--- src/rtl/intr_pkg.sv ---
// rtl/intr_pkg.sv - shared types, error indices and priority encoder for intr_unit
package intr_pkg;

    localparam int MAX_CH     = 8;
    localparam int CH_IDX_W   = 3;
    localparam int ADDR_MAX_W = 16;

    localparam int ERR_RET_EMPTY  = 0;
    localparam int ERR_STACK_FULL = 1;

    typedef enum logic [0:0] {IDLE = 1'b0, GUARD = 1'b1} state_t;

    // Widest supported entry; the stack packs these fields in this order at ADDR_W.
    typedef struct packed {
        logic [ADDR_MAX_W-1:0] addr;
        logic                  flag;
        logic [CH_IDX_W-1:0]   ch;
    } stack_entry_t;

    typedef struct packed {
        logic                valid;
        logic [CH_IDX_W-1:0] idx;
    } prio_t;

    function automatic prio_t prio_enc(input logic [MAX_CH-1:0] v);
        prio_t r;
        r = '0;
        for (int i = MAX_CH - 1; i >= 0; i--) begin
            if (v[i]) begin
                r.valid = 1'b1;
                r.idx   = CH_IDX_W'(i);
            end
        end
        return r;
    endfunction

endpackage

--- src/rtl/intr_unit_if.sv ---
// rtl/intr_unit_if.sv - core-side signal bundle between the jacaranda-8 core and intr_unit
interface intr_unit_if #(
    parameter int CH     = 4,
    parameter int ADDR_W = 8,
    parameter int DEPTH  = 4
);
    localparam int DW = $clog2(DEPTH + 1);

    logic [CH-1:0]     irq;
    logic [CH-1:0]     int_en;
    logic [ADDR_W-1:0] vec_base;
    logic [ADDR_W-1:0] next_pc;
    logic              flag_in;
    logic              ret;
    logic              take;
    logic [ADDR_W-1:0] vector;
    logic [ADDR_W-1:0] ret_addr;
    logic              ret_flag;
    logic [CH-1:0]     active;
    logic [DW-1:0]     depth;
    logic [1:0]        err;

    modport master (
        output irq, int_en, vec_base, next_pc, flag_in, ret,
        input  take, vector, ret_addr, ret_flag, active, depth, err
    );

    modport slave (
        input  irq, int_en, vec_base, next_pc, flag_in, ret,
        output take, vector, ret_addr, ret_flag, active, depth, err
    );

endinterface

--- src/rtl/intr_stack.sv ---
// rtl/intr_stack.sv - small LIFO of interrupt return entries with async reset
module intr_stack #(
    parameter  int DEPTH = 4,
    parameter  int W     = 12,
    localparam int CW    = $clog2(DEPTH + 1)
) (
    input  logic          clock,
    input  logic          reset,
    input  logic          push,
    input  logic          pop,
    input  logic [W-1:0]  din,
    output logic [W-1:0]  top,
    output logic [CW-1:0] count,
    output logic          full,
    output logic          empty
);

    // Power-of-two storage lets the count index it directly; slots past DEPTH stay unused.
    logic [W-1:0] mem [2**CW];

    always_ff @(posedge clock or posedge reset) begin
        if (reset) begin
            count <= '0;
            for (int i = 0; i < 2**CW; i++) mem[i] <= '0;
        end else if (push && !full) begin
            mem[count] <= din;
            count      <= count + 1'b1;
        end else if (pop && !empty) begin
            count <= count - 1'b1;
        end
    end

    assign full  = (count == CW'(DEPTH));
    assign empty = (count == '0);
    assign top   = empty ? '0 : mem[count - 1'b1];

endmodule

--- src/rtl/intr_unit.sv ---
// rtl/intr_unit.sv - prioritised vectored interrupt unit with return stack
// INTR_NEST_EN selects full nesting/preemption; otherwise a single service level.
module intr_unit
    import intr_pkg::*;
#(
    parameter int CH        = 4,
    parameter int ADDR_W    = 8,
    parameter int DEPTH     = 4,
    parameter int VEC_SHIFT = 2
) (
    input  logic        clock,
    input  logic        reset,
    intr_unit_if.slave  bus
);

    localparam int DW = $clog2(DEPTH + 1);
`ifdef INTR_NEST_EN
    localparam int EFF_DEPTH = DEPTH;
`else
    localparam int EFF_DEPTH = 1;
`endif
    localparam int SW = $clog2(EFF_DEPTH + 1);
    localparam int EW = ADDR_W + 1 + CH_IDX_W;

    localparam logic [0:0] ST_IDLE  = IDLE;
    localparam logic [0:0] ST_GUARD = GUARD;

    logic [0:0]          state;
    logic [CH-1:0]       active;
    logic [CH-1:0]       req;
    logic [CH-1:0]       elig;
    logic [1:0]          err;
    prio_t               grant;
    logic                take;
    logic                do_pop;
    logic                full;
    logic                empty;
    logic [SW-1:0]       count;
    logic [EW-1:0]       top_e;
    logic [CH_IDX_W-1:0] top_ch;

    assign req = bus.irq & bus.int_en & ~active;

`ifdef INTR_NEST_EN
    logic blk;

    // A channel may preempt only if it outranks every channel already in service.
    always_comb begin
        elig = '0;
        blk  = 1'b0;
        for (int i = 0; i < CH; i++) begin
            elig[i] = req[i] & ~blk;
            blk     = blk | active[i];
        end
    end
`else
    assign elig = (active == '0) ? req : '0;
`endif

    assign grant  = prio_enc(MAX_CH'(elig));
    assign take   = grant.valid & ~bus.ret & ~full & (state == ST_IDLE) & ~reset;
    assign do_pop = bus.ret & ~empty;

    intr_stack #(
        .DEPTH (EFF_DEPTH),
        .W     (EW)
    ) u_stack (
        .clock (clock),
        .reset (reset),
        .push  (take),
        .pop   (do_pop),
        .din   ({bus.next_pc, bus.flag_in, grant.idx}),
        .top   (top_e),
        .count (count),
        .full  (full),
        .empty (empty)
    );

    assign {bus.ret_addr, bus.ret_flag, top_ch} = top_e;

    assign bus.take   = take;
    assign bus.vector = bus.vec_base + (ADDR_W'(grant.idx) << VEC_SHIFT);
    assign bus.active = active;
    assign bus.depth  = DW'(count);
    assign bus.err    = err;

    always_ff @(posedge clock or posedge reset) begin
        if (reset) begin
            state  <= ST_IDLE;
            active <= '0;
            err    <= '0;
        end else begin
            // One guard cycle after every take lets the first vector instruction run.
            state <= take ? ST_GUARD : ST_IDLE;
            if (take)
                active <= active | (CH'(1) << grant.idx);
            else if (do_pop)
                active <= active & ~(CH'(1) << top_ch);
            if (bus.ret && empty)
                err[ERR_RET_EMPTY] <= 1'b1;
`ifdef INTR_NEST_EN
            if (grant.valid && full)
                err[ERR_STACK_FULL] <= 1'b1;
`endif
        end
    end

endmodule
--- src/flat_wrapper.sv ---
// flat-port wrapper written by rule: the top's interface ports become plain ports
module intr_unit_flat import intr_pkg::*;
#(
    parameter int CH        = 4,
    parameter int ADDR_W    = 8,
    parameter int DEPTH     = 4,
    parameter int VEC_SHIFT = 2
)
  (clock, reset, bus_irq, bus_int_en, bus_vec_base, bus_next_pc, bus_flag_in, bus_ret, bus_take, bus_vector, bus_ret_addr, bus_ret_flag, bus_active, bus_depth, bus_err);
  intr_unit_if #(.CH(CH), .ADDR_W(ADDR_W), .DEPTH(DEPTH)) bus_i ();
  input  logic clock;
  input  logic reset;
  input wire logic [$bits(bus_i.irq)-1:0] bus_irq;
  input wire logic [$bits(bus_i.int_en)-1:0] bus_int_en;
  input wire logic [$bits(bus_i.vec_base)-1:0] bus_vec_base;
  input wire logic [$bits(bus_i.next_pc)-1:0] bus_next_pc;
  input wire logic [$bits(bus_i.flag_in)-1:0] bus_flag_in;
  input wire logic [$bits(bus_i.ret)-1:0] bus_ret;
  output wire logic [$bits(bus_i.take)-1:0] bus_take;
  output wire logic [$bits(bus_i.vector)-1:0] bus_vector;
  output wire logic [$bits(bus_i.ret_addr)-1:0] bus_ret_addr;
  output wire logic [$bits(bus_i.ret_flag)-1:0] bus_ret_flag;
  output wire logic [$bits(bus_i.active)-1:0] bus_active;
  output wire logic [$bits(bus_i.depth)-1:0] bus_depth;
  output wire logic [$bits(bus_i.err)-1:0] bus_err;
  assign bus_i.irq = bus_irq;
  assign bus_i.int_en = bus_int_en;
  assign bus_i.vec_base = bus_vec_base;
  assign bus_i.next_pc = bus_next_pc;
  assign bus_i.flag_in = bus_flag_in;
  assign bus_i.ret = bus_ret;
  assign bus_take = bus_i.take;
  assign bus_vector = bus_i.vector;
  assign bus_ret_addr = bus_i.ret_addr;
  assign bus_ret_flag = bus_i.ret_flag;
  assign bus_active = bus_i.active;
  assign bus_depth = bus_i.depth;
  assign bus_err = bus_i.err;
  intr_unit #(.CH(CH), .ADDR_W(ADDR_W), .DEPTH(DEPTH), .VEC_SHIFT(VEC_SHIFT)) u_core (.clock(clock), .reset(reset), .bus(bus_i));
endmodule
--- config.mk ---
export PLATFORM = sky130hd
export DESIGN_NAME = intr_unit_flat
export DESIGN_NICKNAME = d
export VERILOG_FILES = /design/src/rtl/intr_pkg.sv /design/src/rtl/intr_unit_if.sv /design/src/rtl/intr_stack.sv /design/src/rtl/intr_unit.sv /design/src/flat_wrapper.sv
export SDC_FILE = /design/constraint.sdc
export NUM_CORES = 1
export LEC_CHECK = 0
export CORE_UTILIZATION = 25
export DETAILED_ROUTE_END_ITERATION = 10
export DONT_BUFFER_PORTS = 1
export PLACE_DENSITY = 0.41
export SYNTH_ARGS = -nofsm -noshare
export SYNTH_HDL_FRONTEND = slang
export SYNTH_SLANG_ARGS = --single-unit
--- constraint.sdc ---
create_clock -name clock -period 5.1 [get_ports clock]
set_input_delay 0.765 -clock clock [delete_from_list [all_inputs] [get_ports clock]]
set_output_delay 0.765 -clock clock [all_outputs]
set_load 0.1 [all_outputs]
# Word level (Yosys, flattened, before mapping)
# Cells that the tools add are included.
# word_totals
regBits	31
input_bits	28
output_inout_bits	27
elab_cells	56
# classes
n_addsub	3
n_lt_le_gt_ge	3
shift	2
n_mux	17
bitwise_logic	17
n_reduce_logical	8
# op_table
cell	n
12-bit two-way mux	5
4-bit two-way mux	7
24-bit bitwise mux	1
4-bit AND	3
12-bit demux with 1-bit select	1
8-bit by 5-bit adder with 8-bit output	1
4-bit NOT	2
1-bit by 3-bit << shifter with 4-bit output, first input constant	2
1-bit AND	5
2-bit >= comparator, second input constant	2
1-bit logical AND	4
4-bit zero test	1
1-bit NOT	4
1-bit NOT with 2-bit output	2
4-bit bitwise OR	1
2-bit nonzero test	2
1-bit two-way mux	3
2-bit by 1-bit less-than comparator with 1-bit output, second input constant	1
1-bit adder, second input constant	1
1-bit zero test	1
1-bit subtractor, second input constant	1

# Depth between registers and ports, before layout
# depth
ltp_word	13
mapped_depth	8
ltp_nobuf	8

# By module
# Synthesis repeated with hierarchy kept, for this count alone.
# hier_totals
hier_cells	99
hier_area_um2	1143.6
# modules_own_cells
module	n_inst	cells_per_inst	area_per_inst_um2	seq_area_each_um2
intr_stack	1	44	631.9	325.3
intr_unit	1	55	511.7	150.1

# Worst setup path after synthesis
# No wires, ideal clock.
# synth_path
path_kind	flip-flop to output port
startpoint	register u_core.active[2], in the netlist u_core.bus.active[2]
endpoint	output port bus_vector[6]
t_arrival_ns	3.778
t_required_ns	4.335
slack_ns	0.557
path_stages_with_launch	9
cell_sequence	dfrtp_1 > nor4_4 > nand2_1 > a21oi_1 > ha_1 > inv_1 > fa_1 > nand3b_1 > xnor2_1
# synth_lines
item	line_no	source
from (decl)	intr_unit.sv:29	logic [CH-1:0] active;
from (signal assigned)	intr_unit.sv:96	active <= active | (CH'(1) << grant.idx);
from (signal assigned)	intr_unit.sv:98	active <= active & ~(CH'(1) << top_ch);
to (decl)	flat_wrapper.sv:20	output wire logic [$bits(bus_i.vector)-1:0] bus_vector;

==> impl_summary.log <==
[metrics] layout net count: 126
[metrics] worst hold path depth: 1
[metrics] Placeable Area: 3800 sq um
[metrics] sink count of the clock tree: 18
[metrics] pin count of the biggest net entering global routing: 19
[metrics] outcome: finished clean
[metrics] Crit. End Element: output pin
[metrics] final critical-path required period: 3920 ps
[metrics] post-cts repair resize count: 0
[metrics] power share of the sequential group: 0.415
[metrics] TritonCTS clock tree: yes
[metrics] Max Root-Sink Buffers: 2
[metrics] share of flip-flops with an asynchronous set or reset after synthesis: 1.00
[metrics] Routability Congestion: 0.766
[metrics] Distinct cells, synth: 28
[metrics] top cells by count, synth: dfrtp_1 (18), and2_1 (9), inv_1 (7), mux2_4 (7), nand2_1 (7)
[metrics] Critical Path AT: 3150 ps
[metrics] cell taking the most area after synthesis: dfrtp_1
[metrics] clk root buf: clkbuf_8
[metrics] Tightest Pin Transition: 998 ps
[metrics] number of enable-type register cells in the synthesized netlist: 0
[metrics] share of the cycle needed by the critical path after routing: 0.769
[metrics] average wire per cell in the routed design: 15.1 um
[metrics] Critical Path Source Type: flip-flop
[metrics] top area cells in the synthesized netlist: dfrtp_1 (44%), mux2_4 (10%), and2_1 (5.5%)
[metrics] synthesized area: 1020 sq um
[metrics] static leakage power: 0.553 nW
[metrics] post-route core utilization: 0.303
[metrics] total length of routed wires: 2150 um
[metrics] final sum of negative setup slack: 0 ps
[metrics] timing-limited maximum frequency: 255 MHz
[metrics] DR iter-0 viols: 16
[metrics] RSZ-0062 raised after global routing: no
[metrics] area of the die: 4340 sq um
[metrics] number of setup violations in the final report: 0
[metrics] post-synthesis sequential element count: 18
[metrics] number of cells traversed by the worst register-to-register path: 5
[metrics] antenna violations before repair: 0
[metrics] number of hold buffers added after cts: 0
[metrics] Post-Layout Cell Count: 142
[metrics] count of fill cells added during filler insertion: 404
[metrics] Hold Violations, Final: 0
[metrics] syn avg cell area: 11.2 sq um
[metrics] cell-internal power: 0.000373 W
[metrics] die boundary height: 65.9 um
[metrics] global-route wire length before repair: 3590 um
[metrics] number of buffers inserted by post-CTS setup repair: 0
[metrics] source-to-sink clock delay at the later pin of the worst-skew pair: 250 ps
[metrics] hpwl dp: 1660 um
[metrics] Port Buf Inserts: 0
[metrics] Reg clk slew, reported paths: 70 ps
[metrics] type of the most critical hold path: flip-flop to flip-flop
[metrics] Final ANT Viol Nets: 0
[metrics] Most used DFF post-synth: dfrtp_1
[metrics] largest fanout on the critical path: 3
[metrics] Gate Count Post-Synth: 91
[metrics] number of buffers inserted during clock tree synthesis: 3
[metrics] portion of total power attributed to combinational logic: 0.449
[metrics] proportion of synthesized chip area in sequential cells: 0.442
[metrics] Row Count: 22
[metrics] switch share: 0.564
[metrics] headroom to the max-slew limit: 0.335
[metrics] CP Data Required Time: 4340 ps
[metrics] global routing usage summed across all routing layers: 0.110
[metrics] # placed instances: 138
[metrics] cell area power density: 744 nW/um^2
[metrics] Sw Pwr: 0.000483 W
[metrics] via count of the routed design: 673
[metrics] DRC errors left: 0
[metrics] Initial Util: 0.268
[metrics] Syn. warnings: 1
[metrics] total congestion overflow: 0
[metrics] overall power: 0.000856 W
[metrics] share of final-layout standard cells stronger than drive strength 1: 0.245
[metrics] Die W: 65.9 um
[metrics] Max Cap Viol: 0
[metrics] Setup Skew: 1.47 ps
[metrics] Clk pwr share: 0.135
[metrics] fraction of synthesized cell area taken by the top area cell type: 0.442
[metrics] Worst Setup Path Type: flip-flop to output pin
[metrics] antenna diode instance count: 0
[metrics] # H-tree levels: 1
[metrics] pins over their slew limit: 0
[metrics] vias per cell: 4.74
[metrics] most frequently used cell type in the post-synthesis netlist: dfrtp_1
[metrics] count of pins on the block boundary: 55
[metrics] vias in the first global route: 714
[metrics] iteration count of the initial detailed-routing pass: 2
[metrics] Post-Route Hold Slack: 482 ps
[metrics] area growth from synthesis to layout: 12.8%
[metrics] maximum ir drop on the vdd rail: 0.214 mV
==> sequential cells by signal (all words and copies together), names as in the netlist <==
signal and flops:
u_core.u_stack.mem 11, u_core.bus.active 4, u_core.bus.err 1, u_core.state 1, u_core.u_stack.count 1
==> kinds of logic (layout without fill, tap and decap cells) <==
family,count (synthesis),count (layout),share of synthesized area
mux,10,10,0.136
simple gates,24,24,0.146
flops,18,18,0.442
xor+xnor,4,4,0.0344
fa+ha+maj,3,3,0.0442
compound gates,15,15,0.103
other cells,1,3,0.00368
buf+inv,16,17,0.0908
==> through the flow <==
stage          setup slack [ps]  cell area, sq um
6_report                   1180              1150
5_1_grt                    1020              1150
4_1_cts                    1170              1150
3_5_place_dp               1450              1090
3_3_place_gp               1520              1090
2_1_floorplan               557              1030
==> area by class of cell <==
| type | count | area [sq um] | area share |
|---|---|---|---|
| well taps | 48 | 60.1 | 0.0522 |
| clock buffers | 4 | 55.1 | 0.0479 |
| repair buffers | 5 | 37.5 | 0.0326 |
| inverters | 8 | 32.5 | 0.0283 |
| flip-flops and latches | 18 | 450 | 0.392 |
| multi-input cells | 59 | 514 | 0.447 |
==> placed cells by master (no fill, tap or decap), drive strengths merged <==
cell type,instances
a22o,1
dfrtp,18
mux2,10
nand3b,1
nand2,7
nand4,1
ha,2
xnor2,4
a21oi,1
o21ai,3
a31o,1
nor4,2
clkbuf,4
conb,3
inv,8
and2,9
nand3,3
fa,1
a22oi,1
buf,5
nor2,1
o21bai,1
a21o,2
o31ai,5
==> power by group through the flow <==
stage | registers, W | clock network (W) | logic, W
after CTS | 0.000356 | 0.000120 | 0.000388
after global routing | 0.000364 | 0.000127 | 0.000407
final | 0.000355 | 0.000116 | 0.000385
after floorplan | 0.000348 | 0 | 0.000360
after detailed placement | 0.000360 | 0 | 0.000386
after global placement | 0.000357 | 0 | 0.000384
==> routing by layer <==
metal	GRT usage	share of wire	vias up
met5	0	0	-
met4	0.0489	0.013	0
met3	0.0362	0.085	2
met2	0.173	0.49	32
met1	0.134	0.41	328
li1	-	-	311
==> worst max-delay path, stage by stage (launching register included) <==
cell and delay, ps:
dfrtp_1 760, nor4_4 470, nand2_1 120, a21oi_1 200, ha_1 200, inv_1 50, fa_1 420, nand3b_1 230
xnor2_2 140, buf_4 300
==> final timing paths <==
kind / start / end / slack (ps)
worst max-delay path: u_core.bus.active[2] / bus_vector[6] / 1180
worst min register to register: u_core.u_stack.mem[23] / u_core.u_stack.mem[23] / 480
worst max register to register: u_core.bus.active[2] / u_core.u_stack.mem[23] / 2410
min in group asynchronous: reset / u_core.state / 510
max in group asynchronous: reset / u_core.u_stack.mem[22] / 4140
worst min-delay path: u_core.u_stack.mem[23] / u_core.u_stack.mem[23] / 480
Power figures use the tool's default switching activity.
